--- src/rtl/rv_mem_bridge.sv ---
// Shared memory bus bridge for the multicycle RV core.
// Arbitrates fetch/data requests onto one valid/ready bus with timeout.
module rv_mem_bridge #(
  parameter int DPWIDTH   = 32,
  parameter int TO_CYCLES = 255,
  parameter int TO_WIDTH  = 8
) (
  input  logic               clk,
  input  logic               rst,
  input  logic               i_req,
  input  logic [DPWIDTH-1:0] i_addr,
  output logic [DPWIDTH-1:0] i_rdata,
  output logic               i_ack,
  input  logic               d_req,
  input  logic               d_we,
  input  logic [DPWIDTH-1:0] d_addr,
  input  logic [DPWIDTH-1:0] d_wdata,
  output logic [DPWIDTH-1:0] d_rdata,
  output logic               d_ack,
  output logic               bus_valid,
  output logic               bus_we,
  output logic [DPWIDTH-1:0] bus_addr,
  output logic [DPWIDTH-1:0] bus_wdata,
  input  logic               bus_ready,
  input  logic               bus_rvalid,
  input  logic [DPWIDTH-1:0] bus_rdata,
  output logic               timeout
);

  typedef enum logic [1:0] {
    IDLE,
    REQ,
    WAIT,
    DONE
  } state_t;

  localparam logic [TO_WIDTH-1:0] TO_MAX = TO_WIDTH'(TO_CYCLES);

  state_t              state;
  logic                own_d;
  logic [TO_WIDTH-1:0] cnt;

  logic               fin;
  logic               cap;
  logic [DPWIDTH-1:0] cap_data;

  // A saturated counter marks the timed-out cycle; late rvalid is ignored.
  always_comb begin
    fin      = 1'b0;
    cap      = 1'b0;
    cap_data = bus_rdata;
    unique case (state)
      REQ: begin
        if (bus_ready) begin
          if (bus_we) begin
            fin = 1'b1;
          end else if (bus_rvalid) begin
            fin = 1'b1;
            cap = 1'b1;
          end
        end
      end
      WAIT: begin
        if (cnt == TO_MAX) begin
          fin      = 1'b1;
          cap      = 1'b1;
          cap_data = '1;
        end else if (bus_rvalid) begin
          fin = 1'b1;
          cap = 1'b1;
        end
      end
      default: ;
    endcase
  end

  always_ff @(posedge clk or negedge rst) begin
    if (!rst) begin
      state     <= IDLE;
      own_d     <= 1'b0;
      cnt       <= '0;
      i_rdata   <= '0;
      i_ack     <= 1'b0;
      d_rdata   <= '0;
      d_ack     <= 1'b0;
      bus_valid <= 1'b0;
      bus_we    <= 1'b0;
      bus_addr  <= '0;
      bus_wdata <= '0;
      timeout   <= 1'b0;
    end else begin
      i_ack   <= 1'b0;
      d_ack   <= 1'b0;
      timeout <= 1'b0;
      case (state)
        IDLE: begin
          if (d_req) begin
            own_d     <= 1'b1;
            bus_we    <= d_we;
            bus_addr  <= d_addr;
            bus_wdata <= d_wdata;
            bus_valid <= 1'b1;
            cnt       <= '0;
            state     <= REQ;
          end else if (i_req) begin
            own_d     <= 1'b0;
            bus_we    <= 1'b0;
            bus_addr  <= i_addr;
            bus_wdata <= '0;
            bus_valid <= 1'b1;
            cnt       <= '0;
            state     <= REQ;
          end
        end
        REQ: begin
          if (bus_ready) begin
            bus_valid <= 1'b0;
            state     <= WAIT;
          end
        end
        WAIT: begin
          if (!fin) begin
            cnt <= cnt + 1'b1;
            if (cnt == TO_MAX - 1'b1) begin
              timeout <= 1'b1;
            end
          end
        end
        DONE: state <= IDLE;
        default: state <= IDLE;
      endcase
      if (fin) begin
        state <= DONE;
        if (own_d) d_ack <= 1'b1;
        else       i_ack <= 1'b1;
      end
      if (cap) begin
        if (own_d) d_rdata <= cap_data;
        else       i_rdata <= cap_data;
      end
    end
  end

endmodule

--- config.mk ---
export PLATFORM = sky130hd
export DESIGN_NAME = rv_mem_bridge
export DESIGN_NICKNAME = d
export VERILOG_FILES = /design/src/rtl/rv_mem_bridge.sv
export SDC_FILE = /design/constraint.sdc
export NUM_CORES = 1
export LEC_CHECK = 0
export CORE_UTILIZATION = 29
export CTS_BUF_LIST = sky130_fd_sc_hd__clkbuf_2
export CTS_CLUSTER_SIZE = 25
export DETAILED_ROUTE_END_ITERATION = 8
export HOLD_SLACK_MARGIN = 0.12
export RECOVER_POWER = 25
export SYNTH_ARGS = -nofsm -noshare
export SYNTH_HDL_FRONTEND = slang
export SYNTH_SLANG_ARGS = --single-unit
--- constraint.sdc ---
create_clock -name clk -period 4.35 [get_ports clk]
set_clock_uncertainty 0.1 [all_clocks]
set_input_delay 0.6525 -clock clk [delete_from_list [all_inputs] [get_ports clk]]
set_output_delay 0.6525 -clock clk [all_outputs]
set_load 0.005 [all_outputs]
==> flow_metrics.tcl <==
set metrics [dict create \
    hold_path.startpoint "d_req" \
    wl_met2_um 7781 \
    r2r_cells 7 \
    hp-class "in -> reg" \
    synthCells 566 \
    ys_types 47 \
    synth-main-ff-cell "dfrtp_1" \
    cts_buffers 17 \
    crit_path_end_kind "flip-flop" \
    maxCapViolCount 1 \
    power_density_mw_per_mm2 580.8 \
    crit_end "i_rdata[16]$_DFFE_PN0P_" \
    ys_ff_latch 144 \
    vias 5155 \
    hold_buffers 1 \
    setup_viol 0 \
    ant_nets 0 \
    track_usage_pct 16.01 \
    dr.pass1.iters 4 \
    die_area_mm2 0.02252 \
    relSlewSlack_pct -80.68 \
    seq_power_share_pct 40.3 \
    place.port_buffers 267 \
    synth.area.top_cells "dfrtp_1 57%, mux2_2 11%, nand2_1 6.4%" \
    p_clk_share_pct 13.6 \
    power.internal_mw 3.639 \
    ctsLongestPathBuffers 2 \
    routed.top_layer "met4" \
    timing.final.crit_share_pct 70.85 \
    cts_tree "built" \
    crit_arrival_ps 3580 \
    reg2reg_to "i_rdata[16]$_DFFE_PN0P_" \
    p_sw_share_pct 34.14 \
    slowest_stage "ha_1" \
    post-route-min-period_ps 3082 \
    critPathLaunchType "flip-flop" \
    place.gp.congestion 0.7765 \
    ys_async_sr_fraction_pct 100.0 \
    fp.coreArea_mm2 0.02129 \
    path_clk_slew_ps 240 \
    grt_pass1_vias 5161 \
    crit_path_start "state[0]$_DFFE_PN0P_" \
    fin_ws_ps 1268 \
    fp.dieW_um 150.1 \
    h-tree-depth 4 \
    worstReg2RegStart "state[0]$_DFFE_PN0P_" \
    dpl_worst_slack_ps 1293 \
    nets 967 \
    area_delta_synth_final_pct 49.61 \
    synth_edf_count 0 \
    initial_core_util_pct 29.87 \
    post_drt_wl_per_cell_um 15.70 \
    rows 53 \
    cp.required_ps 4850 \
    ff2ff_setup_slack_ps 1270 \
    clock_latency_ps 680 \
    crit_type "reg -> reg" \
    wirelength_met1_um 7719 \
    clockRootBuffer "clkbuf_2" \
    route.detailed.drc 0 \
    fp.dieH_um 150.1 \
    syn-mean-instance-area_um2 11.23 \
    drtIter0Drc 237 \
    leakage_nw 4.056 \
    vias_per_cell 4.627 \
    p_switching_mw 1.886 \
    wl_um 17490 \
    hold_violations 0 \
    gr-total-overflow 0 \
    cts_resized 0 \
    pwr-share-comb_pct 46.1 \
    synth_fp_nets 708 \
    grt_pass1_wl_um 27720 \
    tns_ps 0 \
    cts.sinks 144 \
    synth_seq_area_share_pct 56.67 \
    drive_gt1_share_pct 12.77 \
    violations "max-capacitance violations, max-slew violations" \
    post_cts_buffers 0 \
    yosys.area.top_type "dfrtp_1" \
    grt_max_degree 106 \
    dp_hpwl_um 12220 \
    drv_slew 106 \
    tightest_slew_ps 2710 \
    netlist.area_leader.share_pct 56.67 \
    syn_area_mm2 0.006359 \
    antenna_found_initial 1 \
    crit_chain "inv_1 -> ha_1 -> and4_1 -> nand2_4 -> a211oi_4 -> buf_4 -> mux2_2" \
    io_pins 268 \
    status "finished with violations" \
    rsz0062_at_grt "false" \
    vdd_drop_max_uv 223.7 \
    crit_fanout 34 \
    wl_met3_um 1827 \
    yosys_warnings 0 \
    fmax_mhz 324.5 \
    cpPeakStageDelay_ps 570 \
]
-- metrics by stage --
step / instance area (µm²) / total power [mW] / std cells / hold slack [ps] / util [%]
2_1_floorplan: 6359 / 3.276 / 566 / 256.9 / -
3_3_place_gp: 9283 / 4.810 / 1080 / 348.3 / 43.61
3_5_place_dp: 9283 / 4.846 / 1080 / 355.2 / 43.61
4_1_cts: 9517 / 5.617 / 1113 / 178.9 / 44.71
5_1_grt: 9513 / 5.966 / 1114 / 191.8 / 44.69
6_report: 9513 / 5.525 / 1114 / 278.8 / 44.69
-- per-layer routing --
metal	track usage (%)	up-vias
li1	-	2466
met1	20.33	2457
met2	24.56	214
met3	7.439	18
met4	3.889	0
met5	0	-
-- kinds of logic (layout without fill, tap and decap cells) --
kind of cell | count (synthesis) | count (layout) | share of synthesized area, %
adder cells (fa/ha/maj) | 7 | 7 | 1.377
AO/OA/AOI/OAI | 65 | 65 | 6.316
flip-flops | 144 | 144 | 56.67
AND/OR/NAND/NOR | 209 | 209 | 15.76
multiplexers | 98 | 98 | 16.69
buffers and inverters | 43 | 315 | 3.188
other | 0 | 1 | 0
-- worst max-delay path, delay by kind of cell (launching register included) --
kind | cells | cell delay [ps]
AND/OR/NAND/NOR | 2 | 630
buffers and inverters | 2 | 550
adder cells (fa/ha/maj) | 1 | 570
multiplexers | 1 | 390
flip-flops | 1 | 440
AO/OA/AOI/OAI | 1 | 280
-- registers in the layout (all words and copies together) (netlist names), 2 cells and up --
name / cells
state: 2
i_rdata: 32
bus_wdata: 32
bus_addr: 32
cnt: 8
d_rdata: 32
-- final cells by class --
class,instances,area (µm²)
fillers,2066,11770
clock buffers,18,90.09
repair buffers,275,2738
flip-flops and latches,144,3603
multi-input cells,379,2571
inverters,8,30.03
clock inverters,14,133.9
diodes,1,2.502
well taps,275,344.1
-- power groups by stage --
| stage | Sequential, mW | Clock (mW) | Combinational [mW] |
|---|---|---|---|
| floorplan | 2.27 | 0 | 1.00 |
| global placement | 2.24 | 0 | 2.57 |
| detailed placement | 2.26 | 0 | 2.58 |
| CTS | 2.23 | 0.792 | 2.59 |
| global route | 2.31 | 0.847 | 2.81 |
| finish | 2.23 | 0.751 | 2.55 |
-- placed cells by master (no fill, tap or decap), types with 3 or more instances in the layout --
cell             count
mux2_2              61
inv_6                3
clkbuf_2            19
inv_1                8
clkinv_4             5
nand2b_1            32
buf_4                6
o211ai_1             3
ha_1                 7
dfrtp_1            144
nand4_1              5
nand2_1            109
a21oi_1              5
mux2i_1             34
clkdlybuf4s50_1    265
nor2_1               6
nor4_1               3
nand3_1             35
mux2_1               3
nor3_1               3
o21ai_0             35
o21bai_1             3
-- worst min-delay path by stage --
stage	end	slack [ps]	depth (start not counted)
floorplan	bus_addr[0]$_DFFE_PN0P_	260	0
global placement	bus_wdata[22]$_DFFE_PN0P_	350	2
detailed placement	bus_wdata[9]$_DFFE_PN0P_	360	2
CTS	bus_addr[19]$_DFFE_PN0P_	180	4
global route	bus_addr[19]$_DFFE_PN0P_	190	4
finish	bus_addr[19]$_DFFE_PN0P_	280	4
-- Yosys cell counts (2+ instances only) --
| cell type | number |
|---|---|
| inv_1 | 8 |
| mux2i_1 | 34 |
| o21ai_0 | 35 |
| and3_1 | 2 |
| nor3_1 | 3 |
| buf_2 | 3 |
| mux2_2 | 61 |
| dfrtp_1 | 144 |
| nor2_1 | 6 |
| a2bb2oi_1 | 2 |
| o31ai_1 | 2 |
| o21bai_1 | 3 |
| nor4_1 | 3 |
| ha_1 | 7 |
| mux2_1 | 3 |
| a31oi_1 | 2 |
| nand4b_1 | 2 |
| buf_4 | 4 |
| clkbuf_1 | 23 |
| a21oi_1 | 5 |
| and2_1 | 2 |
| nand2b_1 | 32 |
| o21ai_1 | 3 |
| nand4_1 | 5 |
| nor2b_1 | 2 |
| nand2_1 | 109 |
| o211ai_1 | 3 |
| buf_1 | 2 |
| buf_6 | 3 |
| a32oi_1 | 2 |
| nand3_1 | 35 |
Power figures use the tool's default switching activity.
